### src/rtl/gpio_irq.sv
// gpio_irq: per-bit glitch filter, edge detector, sticky W1C interrupt
// status and grouped interrupt lines for the 32-bit GPIO input vector.
//
// Bus handshake: there is no valid/ready pair on this window. A write is
// accepted on every rising clock edge at which any bit of i_wr_en is set for
// the addressed register. Read data for i_addr is registered, so it appears
// on o_dout one edge after i_addr is presented, with no back-pressure.
module gpio_irq (
  input  logic        i_clk,
  input  logic        i_rst,
  input  logic [2:0]  i_addr,
  input  logic [31:0] i_din,
  input  logic [3:0]  i_wr_en,
  output logic [31:0] o_dout,
  input  logic [31:0] i_gpio_in,
  output logic [3:0]  o_irq
);

  localparam logic [2:0] ADDR_IRQ_EN   = 3'd0;
  localparam logic [2:0] ADDR_RISE_EN  = 3'd1;
  localparam logic [2:0] ADDR_FALL_EN  = 3'd2;
  localparam logic [2:0] ADDR_STATUS   = 3'd3;
  localparam logic [2:0] ADDR_FILTER   = 3'd4;
  localparam logic [2:0] ADDR_FILT_VAL = 3'd5;

  // Register state
  logic [31:0]       irq_en_q,   irq_en_d;
  logic [31:0]       rise_en_q,  rise_en_d;
  logic [31:0]       fall_en_q,  fall_en_d;
  logic [31:0]       status_q,   status_d;
  logic [15:0]       filter_q,   filter_d;
  logic [31:0]       filt_val_q, filt_val_d;
  logic [15:0]       presc_q,    presc_d;
  logic [31:0][1:0]  stab_q,     stab_d;
  logic              init_q;
  logic [31:0]       dout_q,     dout_d;
  logic [3:0]        irq_q,      irq_d;

  // Combinational helpers
  logic [31:0] lane_mask;
  logic        filter_wr;
  logic        tick;
  logic [31:0] toggle;
  logic [31:0] edge_event;
  logic [31:0] w1c_mask;

  // Expand the byte-lane enables into a per-bit write mask
  always_comb begin
    lane_mask = '0;
    for (int n = 0; n < 4; n++) begin
      lane_mask[8*n +: 8] = {8{i_wr_en[n]}};
    end
  end

  // Configuration register writes, merged byte lane by byte lane
  always_comb begin
    irq_en_d  = irq_en_q;
    rise_en_d = rise_en_q;
    fall_en_d = fall_en_q;
    filter_d  = filter_q;
    filter_wr = 1'b0;
    w1c_mask  = '0;
    case (i_addr)
      ADDR_IRQ_EN:  irq_en_d  = (irq_en_q  & ~lane_mask) | (i_din & lane_mask);
      ADDR_RISE_EN: rise_en_d = (rise_en_q & ~lane_mask) | (i_din & lane_mask);
      ADDR_FALL_EN: fall_en_d = (fall_en_q & ~lane_mask) | (i_din & lane_mask);
      ADDR_STATUS:  w1c_mask  = i_din & lane_mask;
      ADDR_FILTER: begin
        // FILTER holds a 16-bit prescale value; lanes 2/3 are read-as-zero.
        filter_d  = (filter_q & ~lane_mask[15:0]) | (i_din[15:0] & lane_mask[15:0]);
        filter_wr = i_wr_en[0] | i_wr_en[1];
      end
      default: ;
    endcase
  end

  // Prescaler: one tick each FILTER+1 cycles, restarted by a FILTER write
  always_comb begin
    tick    = (presc_q == filter_q);
    presc_d = presc_q + 16'd1;
    if (filter_wr || tick) begin
      presc_d = '0;
    end
  end

  // Per-bit stability filter; first cycle after reset just captures the input
  always_comb begin
    filt_val_d = filt_val_q;
    stab_d     = stab_q;
    toggle     = '0;
    if (init_q) begin
      filt_val_d = i_gpio_in;
    end else if (tick) begin
      for (int i = 0; i < 32; i++) begin
        if (i_gpio_in[i] == filt_val_q[i]) begin
          stab_d[i] = 2'd0;
        end else if (stab_q[i] == 2'd2) begin
          toggle[i]     = 1'b1;
          filt_val_d[i] = ~filt_val_q[i];
          stab_d[i]     = 2'd0;
        end else begin
          stab_d[i] = stab_q[i] + 2'd1;
        end
      end
    end
  end

  // Edge qualification and sticky status; a new event beats a same-cycle clear
  always_comb begin
    edge_event = toggle & irq_en_q &
                 ((~filt_val_q & rise_en_q) | (filt_val_q & fall_en_q));
    status_d   = (status_q & ~w1c_mask) | edge_event;
  end

  // Interrupt grouping and read-data mux, both registered
  always_comb begin
    irq_d = '0;
    for (int k = 0; k < 4; k++) begin
      irq_d[k] = |status_q[8*k +: 8];
    end
    dout_d = '0;
    case (i_addr)
      ADDR_IRQ_EN:   dout_d = irq_en_q;
      ADDR_RISE_EN:  dout_d = rise_en_q;
      ADDR_FALL_EN:  dout_d = fall_en_q;
      ADDR_STATUS:   dout_d = status_q;
      ADDR_FILTER:   dout_d = {16'h0000, filter_q};
      ADDR_FILT_VAL: dout_d = filt_val_q;
      default:       dout_d = '0;
    endcase
  end

  // State registers with synchronous reset
  always_ff @(posedge i_clk) begin
    if (i_rst) begin
      irq_en_q   <= '0;
      rise_en_q  <= '0;
      fall_en_q  <= '0;
      status_q   <= '0;
      filter_q   <= '0;
      filt_val_q <= '0;
      presc_q    <= '0;
      stab_q     <= '0;
      init_q     <= 1'b1;
      dout_q     <= '0;
      irq_q      <= '0;
    end else begin
      irq_en_q   <= irq_en_d;
      rise_en_q  <= rise_en_d;
      fall_en_q  <= fall_en_d;
      status_q   <= status_d;
      filter_q   <= filter_d;
      filt_val_q <= filt_val_d;
      presc_q    <= presc_d;
      stab_q     <= stab_d;
      init_q     <= 1'b0;
      dout_q     <= dout_d;
      irq_q      <= irq_d;
    end
  end

  assign o_dout = dout_q;
  assign o_irq  = irq_q;

endmodule

### config.mk
export PLATFORM = sky130hd
export DESIGN_NAME = gpio_irq
export DESIGN_NICKNAME = d
export VERILOG_FILES = /design/src/rtl/gpio_irq.sv
export SDC_FILE = /design/constraint.sdc
export NUM_CORES = 1
export LEC_CHECK = 0
export ABC_AREA = 1
export CAP_MARGIN = 40
export CORE_ASPECT_RATIO = 0.9
export CORE_MARGIN = 1
export CORE_UTILIZATION = 58
export DETAILED_ROUTE_END_ITERATION = 8
export PLACE_DENSITY = 0.84
export SLEW_MARGIN = 15
export SYNTH_ARGS = -nofsm -noshare
export SYNTH_HDL_FRONTEND = slang
export SYNTH_SLANG_ARGS = --single-unit
export TNS_END_PERCENT = 1
### constraint.sdc
create_clock -name i_clk -period 2.05 [get_ports i_clk]
set_input_delay 0.205 -clock i_clk [delete_from_list [all_inputs] [get_ports i_clk]]
set_output_delay 0.205 -clock i_clk [all_outputs]
set_load 0.05 [all_outputs]
==> out/qor.yml <==
cells_and_area:
  final_util: 0.699
  num_antenna_cells: 0
  drive_gt1_frac: 0.0714
  fin_nets: 2299
  area_delta_synth_final_pct: 17.7
  stdcell_area_um2: 17000
  layout.cells.non_filler: 2550
power:
  combPwrFrac: 0.181
  p_sw_frac: 0.292
  clkPwrFrac: 0.377
  p_per_area_nw_per_um2: 813
  total_power_mw: 13.8
  peakVddDrop_mv: 0.606
  p_seq_frac: 0.442
  internal-power_mw: 9.78
  leakage_nw: 6.34
  p_switching_mw: 4.04
synthesis:
  synth_mux_area_frac: 0
  synth_edf_count: 0
  ys_ff_latch: 293
  synth_common_cells: "460 x nand2_1, 293 x dfxtp_1, 244 x a21oi_1"
  synthAdderAreaFrac: 0.000866
  synth_ff_type: "dfxtp_1"
  netlist_area_um2: 14500
  yosys.area.top_type: "dfxtp_1"
  ys_warn_count: 0
  synthArstFlopShare: 0
  synth_xor_xnor_area_share: 0.00546
  synth_area_per_cell_um2: 6.71
  synth_cell_types: 28
  synthTopCellsByArea: "dfxtp_1 41%, nand2_1 12%, a21oi_1 8.5%, nand3_1 5.9%, o21ai_0 5.6%"
  synth_compound_area_frac: 0.187
  synth_most_common_cell: "nand2_1"
  ys_seq_area_frac: 0.406
  syn_nets: 2228
  synthSimpleGateAreaFrac: 0.306
  syn_inst: 2154
  synth.top_cell.area_share: 0.406
  synth_top_family_by_area: "simple AND/OR/NAND/NOR gates"
sta:
  final_max_slew_viol_count: 0
  max_freq_mhz: 516
  hold_viol: 0
  slew_headroom: 0.540
  fin_skew_ps: 8.47
  worst_pin_slew_ps: 690
  whs_ps: 45.1
  finalCritPeriodShare: 0.945
  period_needed_ps: 1940
  setup_viol: 0
critical_path:
  path_max_fanout: 1
  critPathKind: "reg2out"
  cp_top_family: "buffers and inverters"
  arrival_ps: 1730
  end_kind: "output pin"
  worst-path-buf-inv: 1
  critical_path_required_ps: 1850
  path_cells: "clkdlybuf4s50_1"
  crit_path_max_incr_delay_ps: 820
  slowest_stage: "clkdlybuf4s50_1"
  start_kind: "register"
grt:
  grt_remaining_overflow: 0
  grt.total_usage: 0.338
  grt_pass1_vias: 14298
  grt_first_pass_wirelength_mm: 70.3
  grt_start_max_net_pins: 92
  antenna_found_initial: 0
routing:
  drc: 0
  first_iter_violations: 1852
  wl_mm: 43.2
  viasPerCell: 6.07
  routedWlPerCell_um: 17.0
  detail-route-antenna-nets: 0
  first_pass_iters: 7
  route.vias.total: 15470
floorplanning:
  pin_count: 109
  fp.dieW_um: 168
  start_util: 0.594
  dieArea_um2: 25600
  die_h_um: 152
  core.rowCount: 54
  core-area_um2: 24300
placement:
  portBuffers: 108
  placed_area_um2: 16100
  place_hpwl_mm: 28.0
  place_inst: 2501
  gp_congestion: 0.918
clock_tree:
  cts_tree: "done"
  postCtsSetupBuffers: 0
  cts.sink_count: 293
  cts_resized: 0
  cts_hold_buf: 0
  clk_pin_slew_ps: 60
  cts_buffer_depth: 3
  insertion_delay_ps: 560
  htreeDepth: 1
  numCtsBuffers: 30
  cts_root_buf: "clkbuf_16"
worst_hold_path:
  hold_class: "in2reg"
flow_run:
  maxCapViolCount: 0
outcome:
  status: "completed"
-- logic make-up after synthesis --
logic type      after synthesis
simple gates               1009
compound gates              503
xor+xnor                      9
buf+inv                     339
fa+ha+maj                     1
flops                       293
-- final timing paths --
path                     startpoint                           to  slack [ps]  depth (start not counted)
min                           i_rst                     register          50                          2
max           o_dout[16]$_SDFF_PP0_                   o_dout[16]         110                          1
min reg2reg                register                     register         460                          2
max reg2reg  presc_q[13]$_SDFF_PP0_  filt_val_q[15]$_SDFFE_PP0P_         130                         10
-- stage by stage --
stage / setup slack (ps) / setup TNS [ps]
2_1_floorplan: 527 / 0
3_3_place_gp: 67.6 / 0
3_5_place_dp: -31.3 / -47.7
4_1_cts: 76.0 / 0
5_1_grt: -2.66 / -2.66
6_report: 113 / 0
-- layout by cell type, fill, tap and decap left out, types with 3 or more instances in the layout --
master           netlist  layout
a211oi_1              16      16
a21oi_1              244     244
a31oi_1               14      14
buf_12                 0      21
buf_4                  8      38
clkbuf_1              84       8
clkbuf_16              0      31
clkbuf_8               0       7
clkdlybuf4s50_1        0     107
clkinv_2               0       3
dfxtp_1              293     292
inv_1                195     193
inv_2                 15      16
nand2_1              460     460
nand3_1              170     169
nand4_1              100     100
nor2_1               192     190
nor2_2                 7       6
nor2_4                 1       4
nor3_1                41      41
nor4_1                 8       8
o211ai_1              30      30
o21ai_0              162     162
o22ai_1               37      37
or2_2                 29      29
xor2_1                 8       8
-- power by group through the flow --
| stage | Clock, mW | Combinational, mW | Sequential (mW) |
|---|---|---|---|
| floorplan | 0 | 1.43 | 6.24 |
| global placement | 0 | 2.35 | 6.22 |
| detailed placement | 0 | 2.41 | 6.23 |
| CTS | 5.21 | 2.43 | 6.11 |
| global route | 5.48 | 2.68 | 6.14 |
| finish | 5.21 | 2.50 | 6.11 |
-- per-layer routing --
layer | global-route usage | vias up | share of wire
met5 | 0 | - | 0
met4 | 0.136 | 0 | 0.032
met3 | 0.0452 | 112 | 0.090
met2 | 0.560 | 824 | 0.46
met1 | 0.449 | 7162 | 0.42
li1 | - | 7372 | -
-- final cells by class --
type / count / area (µm²)
flip-flops and latches: 293 / 5870
clock inverters: 3 / 15.0
repair buffers: 167 / 1790
multi-input cells: 1522 / 7250
inverters: 211 / 795
well taps: 308 / 385
fillers: 2003 / 7320
clock buffers: 46 / 902
No activity file was read; power rests on OpenSTA's default activity.
